File: config.mk
export PLATFORM = sky130hd
export DESIGN_NAME = regfile_clr
export DESIGN_NICKNAME = d
export VERILOG_FILES = /design/src/rtl/regfile_clr.sv
export SDC_FILE = /design/constraint.sdc
export NUM_CORES = 1
export LEC_CHECK = 0
export CAP_MARGIN = 20
export CORE_MARGIN = 4
export CORE_UTILIZATION = 30
export DETAILED_ROUTE_END_ITERATION = 16
export DONT_BUFFER_PORTS = 1
export HOLD_SLACK_MARGIN = 0.12
export PLACE_DENSITY_LB_ADDON = 0.3
export RECOVER_POWER = 100
export SLEW_MARGIN = 20
export SYNTH_ARGS = -nofsm -noshare
export SYNTH_HDL_FRONTEND = slang
export SYNTH_SLANG_ARGS = --single-unit
export TNS_END_PERCENT = 5
File: constraint.sdc
create_clock -name clk -period 3.9 [get_ports clk]
set_input_delay 0.585 -clock clk [delete_from_list [all_inputs] [get_ports clk]]
set_output_delay 0.585 -clock clk [all_outputs]
set_load 0.05 [all_outputs]
File: src/rtl/regfile_clr.sv
// -----------------------------------------------------------------------------
// regfile_clr
//
// Register file for the CPU datapath. It has WIDTH-bit entries, 2**AW of them,
// two combinational read ports and one synchronous write port. Register 0
// always reads as zero.
//
// The array is cleared by an IDLE/CLEAR state machine that zeroes one entry per
// clock. A clear is started by reset, or by clr_req while the machine is IDLE.
// While a clear sweep runs:
//   - busy is high,
//   - both read ports return zero,
//   - writes are dropped.
//
// Optional feature (macro REGFILE_BYPASS_EN):
//   When this macro is defined, a write that commits at the next edge is
//   forwarded to any read port addressing the same register in the same cycle.
//   The default build has no forwarding.
//
// Ports:
//   clk      in   1      rising-edge clock
//   reset    in   1      synchronous, active-high; restarts a full clear sweep
//   clr_req  in   1      single-cycle clear request, honoured only in IDLE
//   we       in   1      write enable
//   wa       in   AW     write address
//   wd       in   WIDTH  write data
//   ra_a     in   AW     read address, port A
//   ra_b     in   AW     read address, port B
//   rd_a     out  WIDTH  read data, port A (combinational)
//   rd_b     out  WIDTH  read data, port B (combinational)
//   busy     out  1      high while a clear sweep is in progress
// -----------------------------------------------------------------------------

// Property checks on the register-file outputs. Kept apart from the datapath.
module regfile_clr_checker #(
    parameter int WIDTH = 32,
    parameter int AW    = 5
) (
    input logic             clk,
    input logic             reset,
    input logic             busy,
    input logic [AW-1:0]    ra_a,
    input logic [AW-1:0]    ra_b,
    input logic [WIDTH-1:0] rd_a,
    input logic [WIDTH-1:0] rd_b
);

    a_busy_masks_reads: assert property (@(posedge clk) disable iff (reset)
        busy |-> ((rd_a == '0) && (rd_b == '0)));

    a_zero_reg_port_a: assert property (@(posedge clk) disable iff (reset)
        (ra_a == '0) |-> (rd_a == '0));

    a_zero_reg_port_b: assert property (@(posedge clk) disable iff (reset)
        (ra_b == '0) |-> (rd_b == '0));

endmodule

module regfile_clr #(
    parameter int WIDTH = 32,
    parameter int AW    = 5
) (
    input  logic             clk,
    input  logic             reset,
    input  logic             clr_req,
    input  logic             we,
    input  logic [AW-1:0]    wa,
    input  logic [WIDTH-1:0] wd,
    input  logic [AW-1:0]    ra_a,
    input  logic [AW-1:0]    ra_b,
    output logic [WIDTH-1:0] rd_a,
    output logic [WIDTH-1:0] rd_b,
    output logic             busy
);

    localparam int DEPTH = 2 ** AW;

    localparam logic [AW-1:0]    ADDR_ZERO_C = '0;
    localparam logic [AW-1:0]    CNT_LAST_C  = AW'(DEPTH - 1);
    localparam logic [AW-1:0]    CNT_ONE_C   = AW'(1);
    localparam logic [WIDTH-1:0] DATA_ZERO_C = '0;

    typedef enum logic [0:0] {
        ST_IDLE  = 1'b0,
        ST_CLEAR = 1'b1
    } state_t;

    state_t           state_r;
    logic [AW-1:0]    clr_cnt_r;
    logic             busy_r;
    logic [WIDTH-1:0] mem_r [DEPTH];

    logic             idle_s;
    logic             user_wr_s;
    logic             fwd_a_s;
    logic             fwd_b_s;
    logic             mem_we_s;
    logic [AW-1:0]    mem_wa_s;
    logic [WIDTH-1:0] mem_wd_s;
    logic [WIDTH-1:0] rd_a_s;
    logic [WIDTH-1:0] rd_b_s;

    assign idle_s = (state_r == ST_IDLE);

    // A user write commits only in IDLE, and only to a nonzero address.
    // A same-cycle reset or clear request drops the write. That write would be
    // wiped by the sweep anyway, so dropping it keeps forwarding consistent with
    // what is actually stored.
    assign user_wr_s = idle_s && !reset && !clr_req && we && (wa != ADDR_ZERO_C);

`ifdef REGFILE_BYPASS_EN
    assign fwd_a_s = user_wr_s && (ra_a == wa);
    assign fwd_b_s = user_wr_s && (ra_b == wa);
`else
    assign fwd_a_s = 1'b0;
    assign fwd_b_s = 1'b0;
`endif

    // Sweep control.
    // busy is registered. It is the state register's CLEAR flag computed one
    // edge early, so it is high exactly while the machine is in CLEAR.
    always_ff @(posedge clk) begin
        if (reset) begin
            state_r   <= ST_CLEAR;
            clr_cnt_r <= ADDR_ZERO_C;
            busy_r    <= 1'b1;
        end else begin
            case (state_r)
                ST_IDLE: begin
                    if (clr_req) begin
                        state_r   <= ST_CLEAR;
                        clr_cnt_r <= ADDR_ZERO_C;
                        busy_r    <= 1'b1;
                    end else begin
                        state_r   <= ST_IDLE;
                        clr_cnt_r <= ADDR_ZERO_C;
                        busy_r    <= 1'b0;
                    end
                end
                ST_CLEAR: begin
                    if (clr_cnt_r == CNT_LAST_C) begin
                        state_r   <= ST_IDLE;
                        clr_cnt_r <= ADDR_ZERO_C;
                        busy_r    <= 1'b0;
                    end else begin
                        state_r   <= ST_CLEAR;
                        clr_cnt_r <= clr_cnt_r + CNT_ONE_C;
                        busy_r    <= 1'b1;
                    end
                end
                default: begin
                    state_r   <= ST_CLEAR;
                    clr_cnt_r <= ADDR_ZERO_C;
                    busy_r    <= 1'b1;
                end
            endcase
        end
    end

    // Single array write port, shared between the sweep and user writes.
    // Entry 0 is never stored because reads of address 0 are masked to zero.
    always_comb begin
        mem_we_s = 1'b0;
        mem_wa_s = ADDR_ZERO_C;
        mem_wd_s = DATA_ZERO_C;
        if (state_r == ST_CLEAR) begin
            mem_we_s = (clr_cnt_r != ADDR_ZERO_C);
            mem_wa_s = clr_cnt_r;
            mem_wd_s = DATA_ZERO_C;
        end else if (user_wr_s) begin
            mem_we_s = 1'b1;
            mem_wa_s = wa;
            mem_wd_s = wd;
        end else begin
            mem_we_s = 1'b0;
        end
    end

    // Storage array. It has no reset; the clear sweep initialises it.
    always_ff @(posedge clk) begin
        if (mem_we_s) begin
            mem_r[mem_wa_s] <= mem_wd_s;
        end
    end

    // Read port A.
    always_comb begin
        rd_a_s = DATA_ZERO_C;
        if (state_r == ST_CLEAR) begin
            rd_a_s = DATA_ZERO_C;
        end else if (ra_a == ADDR_ZERO_C) begin
            rd_a_s = DATA_ZERO_C;
        end else if (fwd_a_s) begin
            rd_a_s = wd;
        end else begin
            rd_a_s = mem_r[ra_a];
        end
    end

    // Read port B. It is independent of port A and may read the same address.
    always_comb begin
        rd_b_s = DATA_ZERO_C;
        if (state_r == ST_CLEAR) begin
            rd_b_s = DATA_ZERO_C;
        end else if (ra_b == ADDR_ZERO_C) begin
            rd_b_s = DATA_ZERO_C;
        end else if (fwd_b_s) begin
            rd_b_s = wd;
        end else begin
            rd_b_s = mem_r[ra_b];
        end
    end

    assign rd_a = rd_a_s;
    assign rd_b = rd_b_s;
    assign busy = busy_r;

    regfile_clr_checker #(
        .WIDTH (WIDTH),
        .AW    (AW)
    ) u_checker (
        .clk   (clk),
        .reset (reset),
        .busy  (busy),
        .ra_a  (ra_a),
        .ra_b  (ra_b),
        .rd_a  (rd_a),
        .rd_b  (rd_b)
    );

endmodule
== After elaboration in Yosys (flattened, before gate mapping) ==
Memories as Yosys holds them, arrays and structs flattened.
Cells that the tools add are included.

* Add/subtract/negate cells: 1
* Equal/unequal tests: 1
* Multiplexer cells: 17
* Bitwise logic cells: 1
* Reductions and logical operators: 10

{| class="wikitable"
|+ Operators with widths
! operator !! count
|-
| 32-bit two-way mux || 6
|-
| 5-bit two-way mux || 3
|-
| 5-bit zero test || 2
|-
| 5-bit one-hot mux with 2 select lines || 1
|-
| 5-bit nonzero test || 2
|-
| 1-bit two-way mux || 6
|-
| 5-bit by 1-bit adder with 5-bit output, second input constant || 1
|-
| 5-bit == test, second input constant || 1
|-
| 1-bit logical AND || 4
|-
| 1-bit zero test || 2
|-
| 1-bit one-hot mux with 2 select lines || 1
|-
| 1-bit NOT || 1
|}

* Flip-flop bits (word level): 6
* RAM bits: 1,024
* Input port bits: 51
* Output and inout port bits: 65
* Memories kept: 1

{| class="wikitable"
|+ Memories
! name !! words !! bits a word !! read ports !! clocked after Yosys merged registers in !! write ports !! line !! source
|-
| mem_r || 32 || 32 || 2 || 0 || 1 || 91 || <nowiki>logic [WIDTH-1:0] mem_r [DEPTH];</nowiki>
|}

== Depth between registers and ports, before layout ==
Gate-level depths: netlist (run 1).

* Depth in word-level cells: 9
* Depth in mapped cells: 8
* Mapped depth without buffers: 6

== Worst setup path after synthesis (run 1) ==
No wires, ideal clock.

* Path kind: register to register
* Start point: reg, netlist name busy
* End point: mem mem_r[14][0] (enable)
* Library setup time: 0.421 ns
* Arrival: 3.199 ns
* Required time: 3.479 ns
* Slack: 0.279 ns
* Stages on the path, launching flop included: 6
* Path buffers: 1
* Cell sequence: dfxtp_1 -> buf_4 -> inv_1 -> a31oi_1 -> o211ai_1 -> nor2_1

{| class="wikitable"
|+ RTL lines
! what !! line
|-
| to (decl) || 91
|}

==> flow_metrics.tcl, run 1 <==
set metrics [dict create \
    synth_fp_nets 2929 \
    ant_nets 0 \
    min_from "clr_cnt_r[0]$_SDFF_PP0_" \
    post-route-cell-area_sq_um 53270 \
    syn_to_final_growth_pct 14.40 \
    crit_path_start "busy$_SDFF_PP1_" \
    initial_utilization_pct 30.19 \
    htree_num_levels 3 \
    cp-end-kind "primary output" \
    port_buffers 0 \
    post-route-period-util_pct 97.47 \
    place.gp.congestion 0.7854 \
    io_pins 116 \
    required_ns 3.31 \
    setup_viol 0 \
    die_area_sq_um 161600 \
    placementRows 144 \
    cts_tree "yes" \
    synth_common_cells "994 x edfxtp_1, 574 x mux2i_1, 193 x mux4_2" \
    routed_wl_mm 150.6 \
    remaining_drc_errors 0 \
    clk_latency_ns 0.71 \
    intPower_mw 17.90 \
    synth_top_area_share_pct 64.10 \
    p_per_area_nw_per_um2 422.3 \
    status "finished clean" \
    synth-async-reset-ratio_pct 0 \
    die_w_um 402.0 \
    cts.reportedPaths.clkPinSlew_ns 0.06 \
    power_frac_seq_pct 52.0 \
    cap_violations 0 \
    hp-class "reg2reg" \
    drtIter0Drc 2911 \
    drive_above_1_share_pct 19.89 \
    grt_pass1_wl_mm 213.1 \
    vias_per_cell 5.601 \
    grt-ovfl-total 0 \
    rsz0062_at_grt "false" \
    grt_antenna_before_repair 7 \
    max_freq_mhz 263.1 \
    critPathLaunchType "flop" \
    num_antenna_cells 0 \
    netlist_instances 2875 \
    synth_area_leader_cell "edfxtp_1" \
    dpl.hpwl_mm 89.13 \
    finalSetupTns_ns 0 \
    clock_skew_ns 0.01905 \
    max-slew-margin-rel_pct 13.80 \
    critPathKind "reg2out" \
    regToRegStartpoint "busy$_SDFF_PP1_" \
    first_global_vias 29140 \
    num_vias 28490 \
    hold_violations 0 \
    place_area_sq_um 50340 \
    synth.most_common_cell "edfxtp_1" \
    grtUsageTotal_pct 18.17 \
    clock_sinks 1000 \
    synth_edf_count 994 \
    cts.path.max_buffers 3 \
    finalNetCount 3009 \
    ys_types 52 \
    wl_per_cell_um 29.61 \
    p_switching_mw 4.598 \
    ir_drop_uv 351.9 \
    crit_fanout 22 \
    p_leak_nw 19.36 \
    power_frac_clock_pct 44.6 \
    die_height_um 402.0 \
    cts_setup_buffers 0 \
    hold_ws_ns 0.5234 \
    switching_share_pct 20.44 \
    ys.flop_type "edfxtp_1" \
    grt_max_degree 356 \
    p_total_mw 22.50 \
    synth_seq_cells 1000 \
    avgSynthCellArea_sq_um 16.20 \
    numCtsBuffers 106 \
    firstDrtPassIters 5 \
    cts-root-buf "clkbuf_16" \
    coreArea_sq_um 154200 \
    period_minus_slack_ns 3.801 \
    ys_warn_count 0 \
    finalMaxSlewViolations 0 \
    p_comb_share_pct 3.3 \
    tightest_slew_ns 1.293 \
    netlist_top_cells_area "edfxtp_1 64%, mux2i_1 12%, mux4_2 9.3%" \
    syn-cell-area_sq_um 46570 \
    synth.yosys.seq_area_share_pct 64.36 \
    crit_arrival_ns 3.22 \
]
==> timing repair <==
item | in CTS | in global routing
endpoints found under the setup margin | 3 | 0
endpoints found under the hold margin | 6 | 0
resized for setup | 1 | 0
hold buffers | 2 | 0
==> power by group through the flow <==
stage	Combinational, mW	Sequential [mW]	Clock [mW]
6_report	0.744	11.7	10.0
5_1_grt	0.760	11.7	10.7
4_1_cts	0.739	11.7	10.3
3_5_place_dp	0.737	11.9	0
3_3_place_gp	0.737	11.9	0
2_1_floorplan	0.725	11.9	0
==> through the flow <==
stage	util (%)	instances	worst slack [ns]
CTS	34.87	5086	0.1092
detailed placement	32.64	4889	0.6193
finish	34.54	5086	0.09872
global placement	32.64	4889	0.6156
floorplan	-	2875	0.2795
global route	34.54	5086	0.03680
==> cells in the final DEF (no fill, tap or decap), drive strengths merged, types with 4 or more instances in the layout <==
| master | synthesis | routed |
|---|---|---|
| buf | 110 | 71 |
| nand3 | 4 | 4 |
| clkbuf | 130 | 273 |
| nor2 | 39 | 39 |
| nand2 | 130 | 130 |
| inv | 8 | 11 |
| a22oi | 189 | 189 |
| edfxtp | 994 | 994 |
| mux2i | 574 | 574 |
| clkinv | 0 | 47 |
| a31oi | 5 | 5 |
| o211ai | 4 | 4 |
| o2111ai | 4 | 4 |
| dfxtp | 6 | 6 |
| or3b | 6 | 6 |
| bufinv | 0 | 11 |
| nand4 | 63 | 63 |
| a221oi | 62 | 62 |
| mux4 | 193 | 193 |
| nor2b | 7 | 7 |
| o22ai | 191 | 191 |
| nor4b | 4 | 4 |
| o21ai | 68 | 68 |
| nand3b | 6 | 6 |
| or3 | 4 | 4 |
| and2 | 37 | 37 |
| nor3 | 4 | 4 |
| a21oi | 6 | 6 |
==> worst paths after layout <==
path              slack [ns]  cells past startpoint                       to
hold reg to reg         0.52                      1  clr_cnt_r[0]$_SDFF_PP0_
setup / recovery         0.1                      6                 rd_a[26]
hold / removal          0.52                      1  clr_cnt_r[0]$_SDFF_PP0_
setup reg to reg        0.23                      6  mem_r[18][23]$_DFFE_PP_
==> cell families after synthesis <==
kind of cell / count (synthesis) / synth area share [%]
AOI/OAI and AO/OA: 541 / 8.115
xor gates and xnor gates: 2 / 0.03762
adders and majority gates: 3 / 0.08062
buffers and inverters: 248 / 2.327
DFF: 1000 / 64.36
muxes: 767 / 21.67
and+or+nand+nor: 314 / 3.410
==> worst max-delay path: stages (launching register included) <==
cell      delay (ns)
dfxtp_2         0.57
or3_2           0.42
buf_4           0.42
a221oi_1        0.12
a22oi_1         0.43
nand4_1         0.25
clkbuf_4        0.28
==> state kept, by name (all words and copies together), names as in the netlist <==
register,cells
busy,1
clr_cnt_r,5
mem_r,994
==> routing by layer <==
layer | global-route usage (%) | wire length [um]
met2 | 30.72 | 73550
met4 | 5.153 | 4047
met5 | 0 | 39
met3 | 3.444 | 10120
met1 | 23.86 | 62810
==> final cells by class <==
cell class / instances / area, sq um
clock inverter: 61 / 599.3
sequential: 1000 / 29970
multi-input combinational: 1627 / 15840
inverter: 8 / 30.03
tap: 2044 / 2557
timing repair buffer: 212 / 1450
fill: 14780 / 101000
clock buffer: 134 / 2821
Note: power is estimated with default switching activity, not from simulation.
==> run 2: changes to the inputs <==
CORE_UTILIZATION = 48   (was 30)
==> run 2 against run 1 <==
Effect of this change: the run now ends with max-capacitance violations, max-slew violations, negative setup slack left; design area is 2.3% lower; utilization is 20 points higher; sequential power hardly changed; die area is 37% lower; worst hold slack better by 0.0022 ns; combinational power hardly changed; first-iteration DRC count is 41% higher; critical endpoint is now rd_b[14]; register-to-register slack worse by 0.07 ns.
==> flow_metrics.tcl, run 2 (same netlist as run 1, synthesis figures left out) <==
set metrics [dict create \
    grt_antenna_before_repair 9 \
    grtUsageTotal_pct 27.03 \
    wl_met2_mm 65.82 \
    coreArea_sq_um 95580 \
    p_leak_nw 19.16 \
    remaining_drc_errors 0 \
    setup_ws_ns -0.2558 \
    clk_latency_ns 0.71 \
    die_w_um 319.5 \
    max-slew-margin-rel_pct -2.900 \
    final_util_pct 54.45 \
    die_height_um 319.5 \
    largest_register_ffs 994 \
    setup_viol 30 \
    initial_utilization_pct 48.72 \
    p_per_area_nw_per_um2 423.6 \
    hold_ws_ns 0.5256 \
    ir_drop_uv 392.9 \
    grt_pass1_wl_mm 202.4 \
    numCtsBuffers 106 \
    vias_per_cell 6.888 \
    reg2reg_to "mem_r[26][28]$_DFFE_PP_" \
    placementRows 113 \
    finalNetCount 2977 \
    grt_max_degree 356 \
    r2r_cells 5 \
    crit_path_start "ra_b[1]" \
    hp-class "reg2reg" \
    cts.reportedPaths.clkPinSlew_ns 0.05 \
    die_area_sq_um 102100 \
    cts_tree "yes" \
    wl_met3_mm 15.52 \
    place.gp.congestion 0.8255 \
    crit_fanout 355 \
    cts.path.max_buffers 3 \
    firstDrtPassIters 5 \
    crit_arrival_ns 3.57 \
    drtIter0Drc 4101 \
    finalMaxSlewViolations 33 \
    largest-register "mem_r" \
    hold_violations 0 \
    post-route-period-util_pct 106.6 \
    dr.max_layer_used "met5" \
    first_global_vias 29840 \
    status "complete, but fails checks" \
    clock_sinks 1000 \
    max_freq_mhz 240.6 \
    num_vias 29480 \
    ant_nets 0 \
    routed_wl_mm 141.0 \
    period_minus_slack_ns 4.156 \
    cts-root-buf "clkbuf_16" \
    syn_to_final_growth_pct 11.76 \
    critPathKind "in2out" \
    port_buffers 0 \
    clock_skew_ns 0.04118 \
    wl_met1_mm 52.55 \
    drive_above_1_share_pct 18.93 \
    wl_per_cell_um 32.96 \
    regToRegStartpoint "busy$_SDFF_PP1_" \
    required_ns 3.31 \
    io_pins 116 \
    tightest_slew_ns 1.543 \
    rrSetupSlack_ns 0.16 \
    fillers 7551 \
    dpl.hpwl_mm 76.08 \
    final_common_cell "edfxtp_1" \
    grt-ovfl-total 0 \
    cap_violations 2 \
    crit_path_end "rd_b[14]" \
    htree_num_levels 3 \
    cp-end-kind "primary output" \
    mostFrequentLayoutCells "994 x edfxtp_1, 574 x mux2i_1, 193 x mux4_2" \
    critPathLaunchType "input port" \
    violations "max-capacitance violations, max-slew violations, negative setup slack" \
    rsz0062_at_grt "false" \
]
## run 2: cell count changes in the layout (fill, tap and decap cells not counted), sizes merged
cell	previous run	this run
clkinv	47	50
clkbuf	273	231
buf	71	77
bufinv	11	5
clkinvlp	0	6
dlymetal6s2s	0	1
inv	11	12
diode	0	3
## run 2: area by class of cell
type,instances,area [sq um],share of cell area (%)
flip-flops and latches,1000,29970,57.59
multi-input cells,1627,15810,30.37
clock buffers,131,2746,5.277
well taps,1265,1583,3.041
repair buffers,180,1328,2.551
clock inverters,65,569.3,1.094
inverters,8,30.03,0.05770
diodes,3,7.507,0.01443
## run 2: per-stage QoR
stage	setup TNS (ns)	area [sq um]	power, mW	setup WS, ns	std cells
after floorplan	0	46570	12.66	0.2795	2875
after global placement	0	49180	12.63	0.4374	4077
after detailed placement	0	49180	12.65	0.3573	4077
after CTS	0	52520	22.14	0.004297	4275
after global routing	0	52040	22.64	0.1069	4278
final	-4.196	52040	22.05	-0.2558	4279
## run 2: worst min path at each step
stage | from | endpoint | slack, ns | cells after the start
CTS | wd[6] | mem_r[13][6]$_DFFE_PP_ | 0.41 | 2
global route | clr_cnt_r[0]$_SDFF_PP0_ | clr_cnt_r[0]$_SDFF_PP0_ | 0.56 | 1
global placement | clr_cnt_r[0]$_SDFF_PP0_ | clr_cnt_r[0]$_SDFF_PP0_ | 0.49 | 1
finish | clr_cnt_r[0]$_SDFF_PP0_ | clr_cnt_r[0]$_SDFF_PP0_ | 0.53 | 1
floorplan | clr_cnt_r[0]$_SDFF_PP0_ | clr_cnt_r[0]$_SDFF_PP0_ | 0.46 | 1
detailed placement | clr_cnt_r[0]$_SDFF_PP0_ | clr_cnt_r[0]$_SDFF_PP0_ | 0.51 | 1
## run 2: worst max-delay path, cell delays in order
cell and delay [ns]:
nand2b_1 1.26, buf_12 0.30, o22ai_1 0.13, a22oi_1 0.35
nand4_1 0.20, clkbuf_2 0.28
## run 2: what timing repair did
| item | CTS | global route |
|---|---|---|
| endpoints found under the hold margin | 5 | 0 |
| setup endpoints to repair | 0 | 3 |
| buffers inserted | 0 | 0 |
| gates resized for setup | 0 | 1 |
| hold buffers | 2 | 0 |
## run 2: metal layers
metal  vias up  global-route usage [%]
met2      1921                   43.33
li1      12070                       -
met5         -                       0
met3       405                   6.336
met1     15070                   35.55
met4         4                   11.84
## run 2: report_power, final
group	total [mW]	switching (mW)	internal, mW
combinational	0.747	0.363	0.384
clock	9.59	4.23	5.36
sequential	11.7	0.0190	11.7
